File: config.mk
export PLATFORM = sky130hd
export DESIGN_NAME = adder_share_arb_flat
export DESIGN_NICKNAME = d
export VERILOG_FILES = /design/src/rtl/adder_share_arb_pkg.sv /design/src/rtl/adder_share_arb_if.sv /design/src/rtl/adder_share_arb_add.sv /design/src/rtl/adder_share_arb.sv /design/src/flat_wrapper.sv
export SDC_FILE = /design/constraint.sdc
export NUM_CORES = 1
export LEC_CHECK = 0
export CELL_PAD_IN_SITES_DETAIL_PLACEMENT = 0
export CELL_PAD_IN_SITES_GLOBAL_PLACEMENT = 2
export CORE_MARGIN = 1
export CORE_UTILIZATION = 23
export DETAILED_ROUTE_END_ITERATION = 8
export PLACE_DENSITY = 0.95
export SYNTH_ARGS = -nofsm -noshare
export SYNTH_HDL_FRONTEND = slang
export SYNTH_SLANG_ARGS = --single-unit
File: constraint.sdc
create_clock -name clk -period 6.8 [get_ports clk]
set_clock_uncertainty 0.2 [all_clocks]
set_input_delay 1.02 -clock clk [delete_from_list [all_inputs] [get_ports clk]]
set_output_delay 1.02 -clock clk [all_outputs]
set_load 0.005 [all_outputs]
File: src/rtl/adder_share_arb_pkg.sv
// -----------------------------------------------------------------------------
// adder_share_arb_pkg
// Shared constants, types and the round-robin pick helper for the shared-adder
// arbiter. No ports; imported by the interface, the adder and the top.
// -----------------------------------------------------------------------------
package adder_share_arb_pkg;

    localparam int DEF_NREQ  = 4;
    localparam int DEF_W     = 16;
    // The arbiter supports at most eight requesters, so a 3-bit index covers
    // every legal configuration of the pick helper.
    localparam int MAX_NREQ  = 8;
    localparam int PICK_IDXW = 3;

    typedef struct packed {
        logic                 found;
        logic [PICK_IDXW-1:0] idx;
    } rr_pick_t;

    // Scan requesters starting at ptr and wrapping modulo nreq; the first
    // valid one wins. found is low when no requester is valid.
    function automatic rr_pick_t rr_pick(
        input logic [MAX_NREQ-1:0]  valid,
        input logic [PICK_IDXW-1:0] ptr,
        input int                   nreq
    );
        rr_pick_t             res;
        logic [PICK_IDXW-1:0] cand;
        res.found = 1'b0;
        res.idx   = '0;
        for (int k = 0; k < MAX_NREQ; k++) begin
            cand = PICK_IDXW'((int'(ptr) + k) % nreq);
            if ((k < nreq) && !res.found && valid[cand]) begin
                res.found = 1'b1;
                res.idx   = cand;
            end
        end
        return res;
    endfunction

endpackage

File: src/rtl/adder_share_arb_if.sv
// -----------------------------------------------------------------------------
// adder_share_arb_if
// Request/response bundle of the shared-adder arbiter.
//   req_valid/req_a/req_b/req_ready : per-requester request handshake
//   rsp_valid/rsp_ready/rsp_sum/rsp_carry/rsp_id : single result channel
//   busy_cnt : saturating count of stalled request cycles
// master = requesters and result consumer, slave = the arbiter.
// -----------------------------------------------------------------------------
interface adder_share_arb_if
    import adder_share_arb_pkg::*;
#(
    parameter int NREQ = DEF_NREQ,
    parameter int W    = DEF_W,
    parameter int IDW  = (NREQ > 1) ? $clog2(NREQ) : 1
);
    logic [NREQ-1:0]   req_valid;
    logic [NREQ*W-1:0] req_a;
    logic [NREQ*W-1:0] req_b;
    logic [NREQ-1:0]   req_ready;
    logic              rsp_valid;
    logic              rsp_ready;
    logic [W-1:0]      rsp_sum;
    logic              rsp_carry;
    logic [IDW-1:0]    rsp_id;
    logic [7:0]        busy_cnt;

    modport master (
        output req_valid, req_a, req_b, rsp_ready,
        input  req_ready, rsp_valid, rsp_sum, rsp_carry, rsp_id, busy_cnt
    );

    modport slave (
        input  req_valid, req_a, req_b, rsp_ready,
        output req_ready, rsp_valid, rsp_sum, rsp_carry, rsp_id, busy_cnt
    );
endinterface

File: src/rtl/adder_share_arb_add.sv
// -----------------------------------------------------------------------------
// adder_share_arb_add
// The single shared unsigned adder.
//   a_i, b_i : operands (W bits)
//   sum_o    : (a+b) mod 2^W
//   carry_o  : carry-out, derived as sum < a
// -----------------------------------------------------------------------------
module adder_share_arb_add
    import adder_share_arb_pkg::*;
#(
    parameter int W = DEF_W
) (
    input  logic [W-1:0] a_i,
    input  logic [W-1:0] b_i,
    output logic [W-1:0] sum_o,
    output logic         carry_o
);
    assign sum_o   = a_i + b_i;
    // An unsigned sum that wrapped is always smaller than either operand.
    assign carry_o = (sum_o < a_i);
endmodule

File: src/rtl/adder_share_arb.sv
// -----------------------------------------------------------------------------
// adder_share_arb
// Round-robin sharing of one adder between NREQ requesters, one add per cycle,
// result registered with the winner's ID and carry-out.
//   clk   : rising-edge clock
//   rst_n : asynchronous active-low reset
//   bus   : request/response bundle (slave side)
// -----------------------------------------------------------------------------
module adder_share_arb
    import adder_share_arb_pkg::*;
#(
    parameter int NREQ = DEF_NREQ,
    parameter int W    = DEF_W,
    parameter int IDW  = (NREQ > 1) ? $clog2(NREQ) : 1
) (
    input  logic             clk,
    input  logic             rst_n,
    adder_share_arb_if.slave bus
);

    rr_pick_t        pick_s;
    logic [IDW-1:0]  win_s;
    logic            issue_s;
    logic [NREQ-1:0] grant_s;
    logic [W-1:0]    mux_a_s;
    logic [W-1:0]    mux_b_s;
    logic [W-1:0]    add_sum_s;
    logic            add_carry_s;

    logic            rsp_valid_q, rsp_valid_d;
    logic [W-1:0]    rsp_sum_q,   rsp_sum_d;
    logic            rsp_carry_q, rsp_carry_d;
    logic [IDW-1:0]  rsp_id_q,    rsp_id_d;
    logic [IDW-1:0]  rr_ptr_q,    rr_ptr_d;
    logic [7:0]      busy_cnt_q,  busy_cnt_d;

    // Winner selection and issue decision; the slot may be refilled while it drains.
    always_comb begin
        pick_s  = rr_pick(MAX_NREQ'(bus.req_valid), PICK_IDXW'(rr_ptr_q), NREQ);
        win_s   = IDW'(pick_s.idx);
        issue_s = pick_s.found & (~rsp_valid_q | bus.rsp_ready);
    end

    // One-hot grant, forced low while reset is asserted.
    always_comb begin
        grant_s = '0;
        for (int i = 0; i < NREQ; i++) begin
            grant_s[i] = issue_s & rst_n & (win_s == IDW'(i));
        end
    end

    // Operand muxes in front of the shared adder.
    always_comb begin
        mux_a_s = '0;
        mux_b_s = '0;
        for (int i = 0; i < NREQ; i++) begin
            if (win_s == IDW'(i)) begin
                mux_a_s = bus.req_a[i*W +: W];
                mux_b_s = bus.req_b[i*W +: W];
            end else begin
                mux_a_s = mux_a_s;
                mux_b_s = mux_b_s;
            end
        end
    end

    adder_share_arb_add #(.W(W)) u_add (
        .a_i     (mux_a_s),
        .b_i     (mux_b_s),
        .sum_o   (add_sum_s),
        .carry_o (add_carry_s)
    );

    // Next state of the result slot, round-robin pointer and stall counter.
    always_comb begin
        rsp_valid_d = rsp_valid_q;
        rsp_sum_d   = rsp_sum_q;
        rsp_carry_d = rsp_carry_q;
        rsp_id_d    = rsp_id_q;
        rr_ptr_d    = rr_ptr_q;
        busy_cnt_d  = busy_cnt_q;
        if (issue_s) begin
            rsp_valid_d = 1'b1;
            rsp_sum_d   = add_sum_s;
            rsp_carry_d = add_carry_s;
            rsp_id_d    = win_s;
            rr_ptr_d    = (win_s == IDW'(NREQ - 1)) ? '0 : win_s + IDW'(1);
        end else if (bus.rsp_ready) begin
            // Drain without refill: data fields keep their last value.
            rsp_valid_d = 1'b0;
        end else begin
            rsp_valid_d = rsp_valid_q;
        end
        if (pick_s.found && !issue_s && (busy_cnt_q != 8'hFF)) begin
            busy_cnt_d = busy_cnt_q + 8'd1;
        end else begin
            busy_cnt_d = busy_cnt_q;
        end
    end

    // State registers with asynchronous reset.
    always_ff @(posedge clk or negedge rst_n) begin
        if (!rst_n) begin
            rsp_valid_q <= 1'b0;
            rsp_sum_q   <= '0;
            rsp_carry_q <= 1'b0;
            rsp_id_q    <= '0;
            rr_ptr_q    <= '0;
            busy_cnt_q  <= 8'd0;
        end else begin
            rsp_valid_q <= rsp_valid_d;
            rsp_sum_q   <= rsp_sum_d;
            rsp_carry_q <= rsp_carry_d;
            rsp_id_q    <= rsp_id_d;
            rr_ptr_q    <= rr_ptr_d;
            busy_cnt_q  <= busy_cnt_d;
        end
    end

    assign bus.req_ready = grant_s;
    assign bus.rsp_valid = rsp_valid_q;
    assign bus.rsp_sum   = rsp_sum_q;
    assign bus.rsp_carry = rsp_carry_q;
    assign bus.rsp_id    = rsp_id_q;
    assign bus.busy_cnt  = busy_cnt_q;

endmodule

File: src/flat_wrapper.sv
// flat-port wrapper written by rule: the top's interface ports become plain ports
module adder_share_arb_flat import adder_share_arb_pkg::*;
#(
    parameter int NREQ = DEF_NREQ,
    parameter int W    = DEF_W,
    parameter int IDW  = (NREQ > 1) ? $clog2(NREQ) : 1
)
  (clk, rst_n, bus_req_valid, bus_req_a, bus_req_b, bus_rsp_ready, bus_req_ready, bus_rsp_valid, bus_rsp_sum, bus_rsp_carry, bus_rsp_id, bus_busy_cnt);
  adder_share_arb_if #(.NREQ(NREQ), .W(W), .IDW(IDW)) bus_i ();
  input  logic clk;
  input  logic rst_n;
  input wire logic [$bits(bus_i.req_valid)-1:0] bus_req_valid;
  input wire logic [$bits(bus_i.req_a)-1:0] bus_req_a;
  input wire logic [$bits(bus_i.req_b)-1:0] bus_req_b;
  input wire logic [$bits(bus_i.rsp_ready)-1:0] bus_rsp_ready;
  output wire logic [$bits(bus_i.req_ready)-1:0] bus_req_ready;
  output wire logic [$bits(bus_i.rsp_valid)-1:0] bus_rsp_valid;
  output wire logic [$bits(bus_i.rsp_sum)-1:0] bus_rsp_sum;
  output wire logic [$bits(bus_i.rsp_carry)-1:0] bus_rsp_carry;
  output wire logic [$bits(bus_i.rsp_id)-1:0] bus_rsp_id;
  output wire logic [$bits(bus_i.busy_cnt)-1:0] bus_busy_cnt;
  assign bus_i.req_valid = bus_req_valid;
  assign bus_i.req_a = bus_req_a;
  assign bus_i.req_b = bus_req_b;
  assign bus_i.rsp_ready = bus_rsp_ready;
  assign bus_req_ready = bus_i.req_ready;
  assign bus_rsp_valid = bus_i.rsp_valid;
  assign bus_rsp_sum = bus_i.rsp_sum;
  assign bus_rsp_carry = bus_i.rsp_carry;
  assign bus_rsp_id = bus_i.rsp_id;
  assign bus_busy_cnt = bus_i.busy_cnt;
  adder_share_arb #(.NREQ(NREQ), .W(W), .IDW(IDW)) u_core (.clk(clk), .rst_n(rst_n), .bus(bus_i));
endmodule
==> metrics.yaml, run 1 <==
worstPathArrival_ps: 6080
syn_inst: 512
worst_slew_pin_slew_ps: 831.9
worst_setup_path_start_kind: "primary input"
rsz0062_at_grt: "false"
clk_latency_ps: 260
grt_max_degree: 35
grt_overflow: 0
synthFlopType: "dfrtp_1"
post-route-min-period_ps: 6159
wl_mm: 13.22
h-tree-depth: 2
syn_avg_cell_area_um2: 6.906
setup_tns_ps: 0
cts.reportedPaths.clkPinSlew_ps: 50
ctsRootBufferMaster: "clkbuf_16"
synthesis.nets: 682
seqCellArea_um2: 750.7
min_path_type: "reg -> reg"
synthTopCellsByArea: "dfrtp_1 (21%), ha_1 (12%), a21oi_1 (11%)"
utilization: 0.3785
multi_input_area_mm2: 0.002595
start_util: 0.2397
drive_gt1_frac: 0.05961
crit_slowest_cell: "clkdlybuf4s50_1"
endpoint_kind: "flop"
antenna_found_initial: 0
irDropWorstVdd_mv: 0.1547
synth_warnings: 0
fmax_mhz: 162.4
hold_path_startpoint: "u_core.bus.rsp_id[0]"
grt_pass1_wl_mm: 21.14
synth-edff-count: 0
fp-row-count: 44
clock_sinks: 30
rr_startpoint: "u_core.rr_ptr_q[0]"
antennaDiodeCount: 0
p_total_mw: 2.637
grt_pass1_vias: 4201
crit_start: "bus_req_valid[3]"
critical_path_required_ps: 6730
yosys.area.top_type: "dfrtp_1"
syn_area_mm2: 0.003536
hold_viol: 0
routed-via-count: 4073
synthToLayoutAreaGrowth_pct: 57.93
path_buf_inv: 2
nets: 840
netlist.area_leader.share: 0.2123
hpwl_mm: 11.24
crit_family: "compound AO/OA/AOI/OAI gates"
critPathMaxStageDelay_ps: 540
die_w_um: 126.0
cts_buffers: 5
path_common_cell: "a21oi_1"
wl_per_cell_um: 15.47
cts_buffer_depth: 2
post-route-drc-count: 0
status: "finished, final reports clean"
maxCapViolCount: 0
grtUsageTotal: 0.1678
ant_nets: 0
drt_iter0_drc: 95
synth.distinct_cells: 39
ys_seq_area_frac: 0.2123
core_mm2: 0.01475
io_pins: 167
cts_hold_buffers: 0
fin_crit_sh: 0.9058
rrSetupSlack_ps: 1490
dieArea_mm2: 0.01587
finalSetupViolCount: 0
die_h_um: 126.0
drt_first_pass_iters: 5
power_density_mw_per_mm2: 472.2
maxSlewHeadroom: 0.4437
cts_tree: "yes"
cts_setup_buffers: 0
slew_violations: 0
path_max_fanout: 23
place.port_buffers: 166
n_fill_cell: 1566
hold_slack_ps: 273.6
postSynth.asyncResetShare: 1.000
leakage_nw: 2.413
ys_ff_latch: 30
vias_per_cell: 4.764
cts-resized-gates: 0
place.gp.congestion: 0.8543
crit_type: "in -> reg"
[logic make-up after synthesis]
group	synth area share
xor gates and xnor gates	0.04954
buffers and inverters	0.05662
and+or+nand+nor	0.2573
muxes	0.03185
adders and majority gates	0.1260
AOI/OAI and AO/OA	0.2665
DFF	0.2123
[through the flow]
| stage | cell area, um2 | setup slack, ps | std cells |
|---|---|---|---|
| floorplan | 3536 | 1433 | 512 |
| global placement | 5436 | 449.5 | 847 |
| global route | 5584 | 256.5 | 855 |
| finish | 5584 | 640.6 | 855 |
| CTS | 5584 | 646.7 | 855 |
| detailed placement | 5436 | 392.0 | 847 |
[placed cells by master, fill, tap and decap left out, types with 2 or more instances in the layout]
cell / n
clkdlybuf4s50_1: 166
nand2_1: 89
a21oi_1: 75
nor2_1: 68
o21ai_0: 34
ha_1: 31
dfrtp_1: 30
inv_1: 21
a21o_1: 18
nand3b_1: 17
buf_4: 16
xnor2_1: 12
mux2_2: 10
and3_1: 8
o21a_1: 8
xor2_1: 8
o211ai_1: 8
nand4_1: 6
nand2b_1: 5
clkbuf_16: 5
nand3_1: 4
nor2b_1: 4
a211oi_1: 4
ha_2: 3
o22ai_1: 2
o21bai_1: 2
[power breakdown]
| group | internal (mW) | switching [mW] | total, mW |
|---|---|---|---|
| clock network | 0.145 | 0.0701 | 0.215 |
| logic | 0.969 | 1.13 | 2.10 |
| registers | 0.264 | 0.0614 | 0.326 |
[final cells by class]
cell class / instances / area share
Clock buffer: 7 / 0.02554
Clock inverter: 1 / 0.0008963
Inverter: 21 / 0.01412
Multi-Input combinational cell: 430 / 0.4647
Sequential cell: 30 / 0.1344
Tap cell: 184 / 0.04123
Timing Repair Buffer: 182 / 0.3191
[cell usage after synthesis (6+ instances only)]
master / n
nor2_1: 68
o21ai_0: 34
dfrtp_1: 30
xnor2_1: 12
mux2_2: 10
nand3b_1: 17
nand2_1: 89
nand4_1: 6
a21o_1: 18
o211ai_1: 8
a21oi_1: 75
and3_1: 8
xor2_1: 8
o21a_1: 8
inv_1: 21
ha_1: 34
clkbuf_1: 22
[final timing paths]
kind	endpoint	cells past startpoint
max in group asynchronous	u_core.bus.rsp_sum[0]	2
worst min-delay path	u_core.bus.rsp_id[0]	1
worst min register to register	u_core.bus.rsp_id[0]	1
worst max-delay path	u_core.bus.rsp_carry	25
worst max register to register	u_core.bus.rsp_carry	25
min in group asynchronous	u_core.bus.busy_cnt[7]	1
[layer usage]
layer | vias to the layer above | GRT usage | wire [um]
met4 | 0 | 0.02906 | 186
met5 | - | 0 | 0
met1 | 1846 | 0.2129 | 5898
met2 | 131 | 0.2964 | 6401
met3 | 14 | 0.03229 | 737
li1 | 2082 | - | -
[flip-flops by register name (all words and copies together), names as in the netlist]
register              cells
u_core.bus.rsp_sum       16
u_core.bus.busy_cnt       8
u_core.bus.rsp_id         2
u_core.rr_ptr_q           2
u_core.bus.rsp_carry      1
u_core.bus.rsp_valid      1
[worst reg2reg max path: cells and delay by family, from the launching register on]
| family | cells | cell delay, ps |
|---|---|---|
| AOI/OAI and AO/OA | 12 | 2140 |
| xor gates and xnor gates | 1 | 90 |
| adders and majority gates | 3 | 1130 |
| buffers and inverters | 2 | 340 |
| DFF | 1 | 390 |
| and+or+nand+nor | 7 | 890 |
No activity file was read; power rests on OpenSTA's default activity.
==> run 2: changes to the inputs <==
--- a/config.mk
+++ b/config.mk
@@ -9,8 +9,10 @@
 export CELL_PAD_IN_SITES_GLOBAL_PLACEMENT = 2
 export CORE_MARGIN = 1
 export CORE_UTILIZATION = 23
+export CTS_CLUSTER_DIAMETER = 60
 export DETAILED_ROUTE_END_ITERATION = 8
 export PLACE_DENSITY = 0.95
+export RECOVER_POWER = 25
 export SYNTH_ARGS = -nofsm -noshare
 export SYNTH_HDL_FRONTEND = slang
 export SYNTH_SLANG_ARGS = --single-unit
==> constraint.sdc (replaced) <==
create_clock -name clk -period 7.9 [get_ports clk]
set_clock_uncertainty 0.2 [all_clocks]
set_input_delay 1.185 -clock clk [delete_from_list [all_inputs] [get_ports clk]]
set_output_delay 1.185 -clock clk [all_outputs]
set_load 0.005 [all_outputs]
==> run 2 against run 1 <==
  * Sequential share of layout area grew 0.073 points
  * Final area is 0.54% lower
  * Worst setup slack better by 730 ps
  * Cell count down 1.1%
  * Core utilization shrank 0.20 points
  * Critical path depth shrank 1
  * Register-to-register slack better by 1000 ps
  * Sequential cell count is the same
  * Sequential power fell by 14%
  * Die area unchanged
  * Highest routed layer unchanged
==> metrics.yaml, run 2 (same netlist as run 1, synthesis figures left out) <==
hpwl_mm: 10.76
r2r-end: "u_core.bus.rsp_carry"
worstPathArrival_ps: 6480
crit_type: "in -> reg"
die_h_um: 126.0
drt_iter0_drc: 191
worstHoldEndpoint: "u_core.bus.rsp_carry"
core_mm2: 0.01475
nets: 832
cts-resized-gates: 0
routed-via-count: 4006
rsz0062_at_grt: "false"
post_dp_cell_area_mm2: 0.005389
crit_start: "bus_req_valid[1]"
path_buf_inv: 4
reg2reg_depth: 25
drt_first_pass_iters: 4
start_util: 0.2397
grt_max_degree: 67
min_path_type: "reg -> reg"
maxCapViolCount: 0
post-route-min-period_ps: 6525
h-tree-depth: 2
fp-row-count: 44
clock_sinks: 30
wl_mm: 12.87
hold_slack_ps: 277.5
final_cell_mix: "clkdlybuf4s50_1 (165), nand2_1 (89), a21oi_1 (75)"
path_cells: "clkdlybuf4s50_1 > nor4_2 > nor2_1 > inv_1 > ha_1 > buf_4 > nand3b_1 > a21oi_1 > a21oi_1 > nor2_1 > a21o_1 > inv_1 > fa_1 > nor2b_1 > o31a_1 > a41o_1 > nor2_1 > xnor2_1 > ha_1 > o21ai_0 > o21ai_0 > o211ai_1 > a21oi_1 > o41ai_1"
fin_crit_sh: 0.8259
cp_num_cells: 24
finalSetupViolCount: 0
final_cell_area_mm2: 0.005554
min_path_cells: 2
grtUsageTotal: 0.1615
worst_slew_pin_slew_ps: 1096
crit_slowest_cell: "ha_1"
pre_cts_ws_ps: 1066
grt_overflow: 0
layout_commonest_cell: "clkdlybuf4s50_1"
crit_family: "compound AO/OA/AOI/OAI gates"
cts_setup_buffers: 0
power_density_mw_per_mm2: 412.6
wl_per_cell_um: 15.22
largest_register_ffs: 16
final.setup.worst_slack_ps: 1375
irDropWorstVdd_mv: 0.1381
antenna_found_initial: 0
cts_buffer_depth: 2
rr_startpoint: "u_core.rr_ptr_q[0]"
ctsRootBufferMaster: "clkbuf_16"
path_max_fanout: 16
ant_nets: 0
cts_tree: "yes"
place.gp.congestion: 0.8805
synthToLayoutAreaGrowth_pct: 57.08
place.port_buffers: 166
critical_path_required_ps: 7860
cts_hold_buffers: 0
vias_per_cell: 4.735
antennaDiodeCount: 0
critPathMaxStageDelay_ps: 600
cts_buffers: 5
status: "finished, final reports clean"
io_pins: 167
fmax_mhz: 153.3
drive_gt1_frac: 0.04683
endpoint_kind: "flop"
setup_tns_ps: 0
rrSetupSlack_ps: 2490
slew_violations: 0
die_w_um: 126.0
hold_path_startpoint: "u_core.bus.rsp_carry"
grt_pass1_wl_mm: 20.56
dieArea_mm2: 0.01587
cts.reportedPaths.clkPinSlew_ps: 50
clk_latency_ps: 270
maxSlewHeadroom: 0.2696
worst_setup_path_start_kind: "primary input"
post-route-drc-count: 0
leakage_nw: 2.381
p_total_mw: 2.292
hold_viol: 0
grt_pass1_vias: 4129
run 2: cell count changes in the layout (fill, tap and decap cells not counted):
cell,previous run,this run
buf_4,16,6
buf_12,0,1
bufinv_16,0,1
clkdlybuf4s50_1,166,165
clkinv_2,1,0
dlygate4sd3_1,0,1
run 2: worst max path at each step:
stage	endpoint
finish	u_core.bus.rsp_carry
global route	u_core.bus.rsp_carry
CTS	u_core.bus.rsp_carry
detailed placement	u_core.bus.rsp_carry
global placement	u_core.bus.rsp_carry
floorplan	u_core.bus.rsp_carry
run 2: layout make-up:
| cell class | count | area [um2] |
|---|---|---|
| sequential | 30 | 750.7 |
| timing repair buffer | 174 | 1730 |
| fill | 1555 | 9200 |
| clock inverter | 1 | 30.03 |
| tap | 184 | 230.2 |
| inverter | 21 | 78.83 |
| multi-input combinational | 430 | 2595 |
| clock buffer | 6 | 138.9 |
run 2: metal layers:
layer | GRT usage | share of wire | up-vias
met5 | 0 | 0 | -
li1 | - | - | 2075
met4 | 0.02339 | 0.0090 | 0
met2 | 0.2938 | 0.49 | 97
met3 | 0.02761 | 0.045 | 10
met1 | 0.2019 | 0.46 | 1824
run 2: worst register-to-register path: stages (launching register included):
cell,delay (ps)
dfrtp_1,380
inv_1,90
nor2_1,60
a21oi_1,130
o221ai_1,160
nor2_1,260
inv_1,100
ha_1,450
buf_4,310
nand3b_1,100
a21oi_1,70
a21oi_1,300
nor2_1,120
a21o_1,230
ha_1,330
nor2_1,60
o21ai_0,170
o21ai_1,200
o21ai_0,240
xor2_1,230
ha_1,290
a211oi_1,200
o21ai_0,120
o211ai_1,110
a21oi_1,90
o41ai_1,300
run 2: power breakdown:
part           internal, mW  leakage, nW  switching [mW]  total [mW]
clock network         0.155       0.0829          0.0638       0.219
registers             0.227        0.362          0.0527       0.280
logic                 0.827         1.94           0.966        1.79
run 2: metrics by stage:
stage                     instances    util
after floorplan                 512       -
after global placement          839  0.3652
after detailed placement        839  0.3652
after CTS                       846  0.3767
after global routing            846  0.3764
final                           846  0.3764
==> run 3: changes to the inputs <==
--- a/config.mk
+++ b/config.mk
@@ -8,10 +8,10 @@
 export CELL_PAD_IN_SITES_DETAIL_PLACEMENT = 0
 export CELL_PAD_IN_SITES_GLOBAL_PLACEMENT = 2
 export CORE_MARGIN = 1
-export CORE_UTILIZATION = 23
+export CORE_UTILIZATION = 21
 export CTS_CLUSTER_DIAMETER = 60
 export DETAILED_ROUTE_END_ITERATION = 8
-export PLACE_DENSITY = 0.95
+export PLACE_DENSITY = 0.92
 export RECOVER_POWER = 25
 export SYNTH_ARGS = -nofsm -noshare
 export SYNTH_HDL_FRONTEND = slang
==> constraint.sdc (replaced) <==
create_clock -name clk -period 6.75 [get_ports clk]
set_clock_uncertainty 0.2 [all_clocks]
set_input_delay 1.0125 -clock clk [delete_from_list [all_inputs] [get_ports clk]]
set_output_delay 1.0125 -clock clk [all_outputs]
set_load 0.005 [all_outputs]
==> run 3 against run 2 <==
  * Final area grew 1.2%
  * Critical endpoint unchanged
  * Die area grew 9.4%
  * The flow now finishes with violations (max-capacitance violations, max-slew violations)
  * Hold slack lost 2.0 ps
  * Global-route usage shrank 1.1 points
  * Largest power group unchanged
  * Sequential cell count is the same
  * Count of clock-buffer cells in the layout grew 1
  * Core utilization shrank 3.6 points
  * Worst setup slack lost 630 ps
==> metrics.yaml, run 3 (same netlist as run 1, synthesis figures left out) <==
status: "complete, but fails checks"
violations: "max-capacitance violations, max-slew violations"
crit_slowest_cell: "clkdlybuf4s50_1"
largest_register_ffs: 16
grtUsageTotal: 0.1506
final_cell_mix: "clkdlybuf4s50_1 (165), nand2_1 (89), a21oi_1 (75)"
p_total_mw: 2.650
switchingPower_mw: 1.259
min_path_cells: 2
core_mm2: 0.01652
reg2reg_depth: 23
dieArea_mm2: 0.01736
routed-via-count: 4072
rr_startpoint: "u_core.rr_ptr_q[1]"
final.setup.worst_slack_ps: 741.9
fin_crit_sh: 0.8901
drive_gt1_frac: 0.05539
worstHoldEndpoint: "u_core.bus.rsp_sum[1]"
dp_cells: 880
drt_iter0_drc: 123
ctsRootBufferMaster: "clkbuf_16"
grt_pass1_wl_mm: 20.72
p_comb_frac: 0.795
seq_power_share: 0.123
fmax_mhz: 166.4
wl_mm: 13.03
clock_power_share: 0.082
cts_buffer_depth: 2
path_cells: "clkdlybuf4s50_1 > nor2_1 > a21oi_1 > o221ai_1 > nor2_1 > ha_2 > buf_4 > nor2_1 > a21oi_1 > nor2_1 > a21oi_1 > o21ai_0 > ha_1 > and3_1 > a21boi_0 > a41o_1 > o21a_1 > a21oi_1 > xnor2_1 > ha_1 > o21ai_0 > a21oi_1 > o41ai_1"
cts_hold_buffers: 0
final_cells: 888
antennaDiodeCount: 0
r2r-end: "u_core.bus.rsp_carry"
worst_slew_pin_slew_ps: 1863
final_cell_area_mm2: 0.005623
maxCapViolCount: 1
met2_length_mm: 6.243
hold_path_startpoint: "u_core.bus.rsp_sum[1]"
irDropWorstVdd_mv: 0.1739
cts.reportedPaths.clkPinSlew_ps: 50
cts_buffers: 5
antenna_found_initial: 0
maxSlewHeadroom: -0.2421
clk_latency_ps: 270
wl_met1_mm: 6.023
ant_nets: 0
drt_first_pass_iters: 4
hold_slack_ps: 275.4
synthToLayoutAreaGrowth_pct: 59.02
h-tree-depth: 2
critPathMaxStageDelay_ps: 540
leakage_nw: 2.401
wl_per_cell_um: 14.67
die_w_um: 131.8
rrSetupSlack_ps: 1570
layout_commonest_cell: "clkdlybuf4s50_1"
power_density_mw_per_mm2: 471.2
cts_setup_buffers: 0
path_buf_inv: 2
slew_violations: 35
start_util: 0.2140
setup_tns_ps: 0
grt_pass1_vias: 4086
clock_sinks: 30
grt_max_degree: 38
vias_per_cell: 4.586
worstPathArrival_ps: 5960
pre_cts_ws_ps: 473.2
hpwl_mm: 10.90
io_pins: 167
path_max_fanout: 28
nets: 837
post-route-min-period_ps: 6008
crit_family: "compound AO/OA/AOI/OAI gates"
hold_viol: 0
p_int_mw: 1.391
finalSetupViolCount: 0
fp-row-count: 47
place.port_buffers: 166
path_common_cell: "a21oi_1"
endpoint_kind: "flop"
crit_type: "in -> reg"
post-route-drc-count: 0
post_dp_cell_area_mm2: 0.005479
critical_path_required_ps: 6700
grt_overflow: 0
rsz0062_at_grt: "false"
worst_setup_path_start_kind: "primary input"
cts-resized-gates: 0
min_path_type: "reg -> reg"
dr_wl_met3_um: 717
die_h_um: 131.8
utilization: 0.3403
cts_tree: "yes"
switching_share: 0.4750
place.gp.congestion: 0.8244
top_layer: "met4"
## run 3: cell count changes in the layout (fill, tap and decap cells not counted)
cell	previous run	this run
buf_2	0	1
buf_12	1	2
buf_4	6	10
clkbuf_1	1	2
bufinv_16	1	0
clkinv_2	0	1
dlygate4sd3_1	1	0
## run 3: power groups by stage
| stage | sequential (mW) | clock (mW) | combinational [mW] |
|---|---|---|---|
| after floorplan | 0.325 | 0 | 1.43 |
| after global placement | 0.329 | 0 | 2.10 |
| after detailed placement | 0.329 | 0 | 2.12 |
| after CTS | 0.327 | 0.227 | 2.13 |
| after global routing | 0.339 | 0.237 | 2.41 |
| final | 0.326 | 0.218 | 2.11 |
## run 3: worst max-delay path by stage
stage	start	end	slack [ps]	depth (start not counted)
2_1_floorplan	bus_req_valid[1]	u_core.bus.rsp_carry	1390	26
3_3_place_gp	bus_req_valid[3]	u_core.bus.rsp_carry	510	25
3_5_place_dp	bus_req_valid[3]	u_core.bus.rsp_carry	470	25
4_1_cts	bus_req_valid[3]	u_core.bus.rsp_carry	740	25
5_1_grt	bus_req_valid[3]	u_core.bus.rsp_carry	140	24
6_report	bus_req_valid[3]	u_core.bus.rsp_carry	740	23
## run 3: worst register-to-register path, delay by kind of cell, from the launching register on
family / cells / cell delay (ps)
AO/OA/AOI/OAI: 11 / 1890
adder cells (fa/ha/maj): 3 / 1210
AND/OR/NAND/NOR: 6 / 770
buffers and inverters: 2 / 440
flip-flops: 1 / 400
XOR/XNOR: 1 / 140
## run 3: per-layer routing
layer | GRT usage | vias up
met3 | 0.03306 | 5
li1 | - | 2078
met5 | 0 | -
met4 | 0.01227 | 0
met2 | 0.2713 | 113
met1 | 0.1893 | 1876
## run 3: final cells by class
| cell class | instances | area (um2) |
|---|---|---|
| inverters | 21 | 78.83 |
| well taps | 220 | 275.3 |
| clock buffers | 7 | 142.6 |
| clock inverters | 1 | 5.005 |
| fillers | 1822 | 10900 |
| flip-flops and latches | 30 | 750.7 |
| repair buffers | 179 | 1775 |
| multi-input cells | 430 | 2595 |
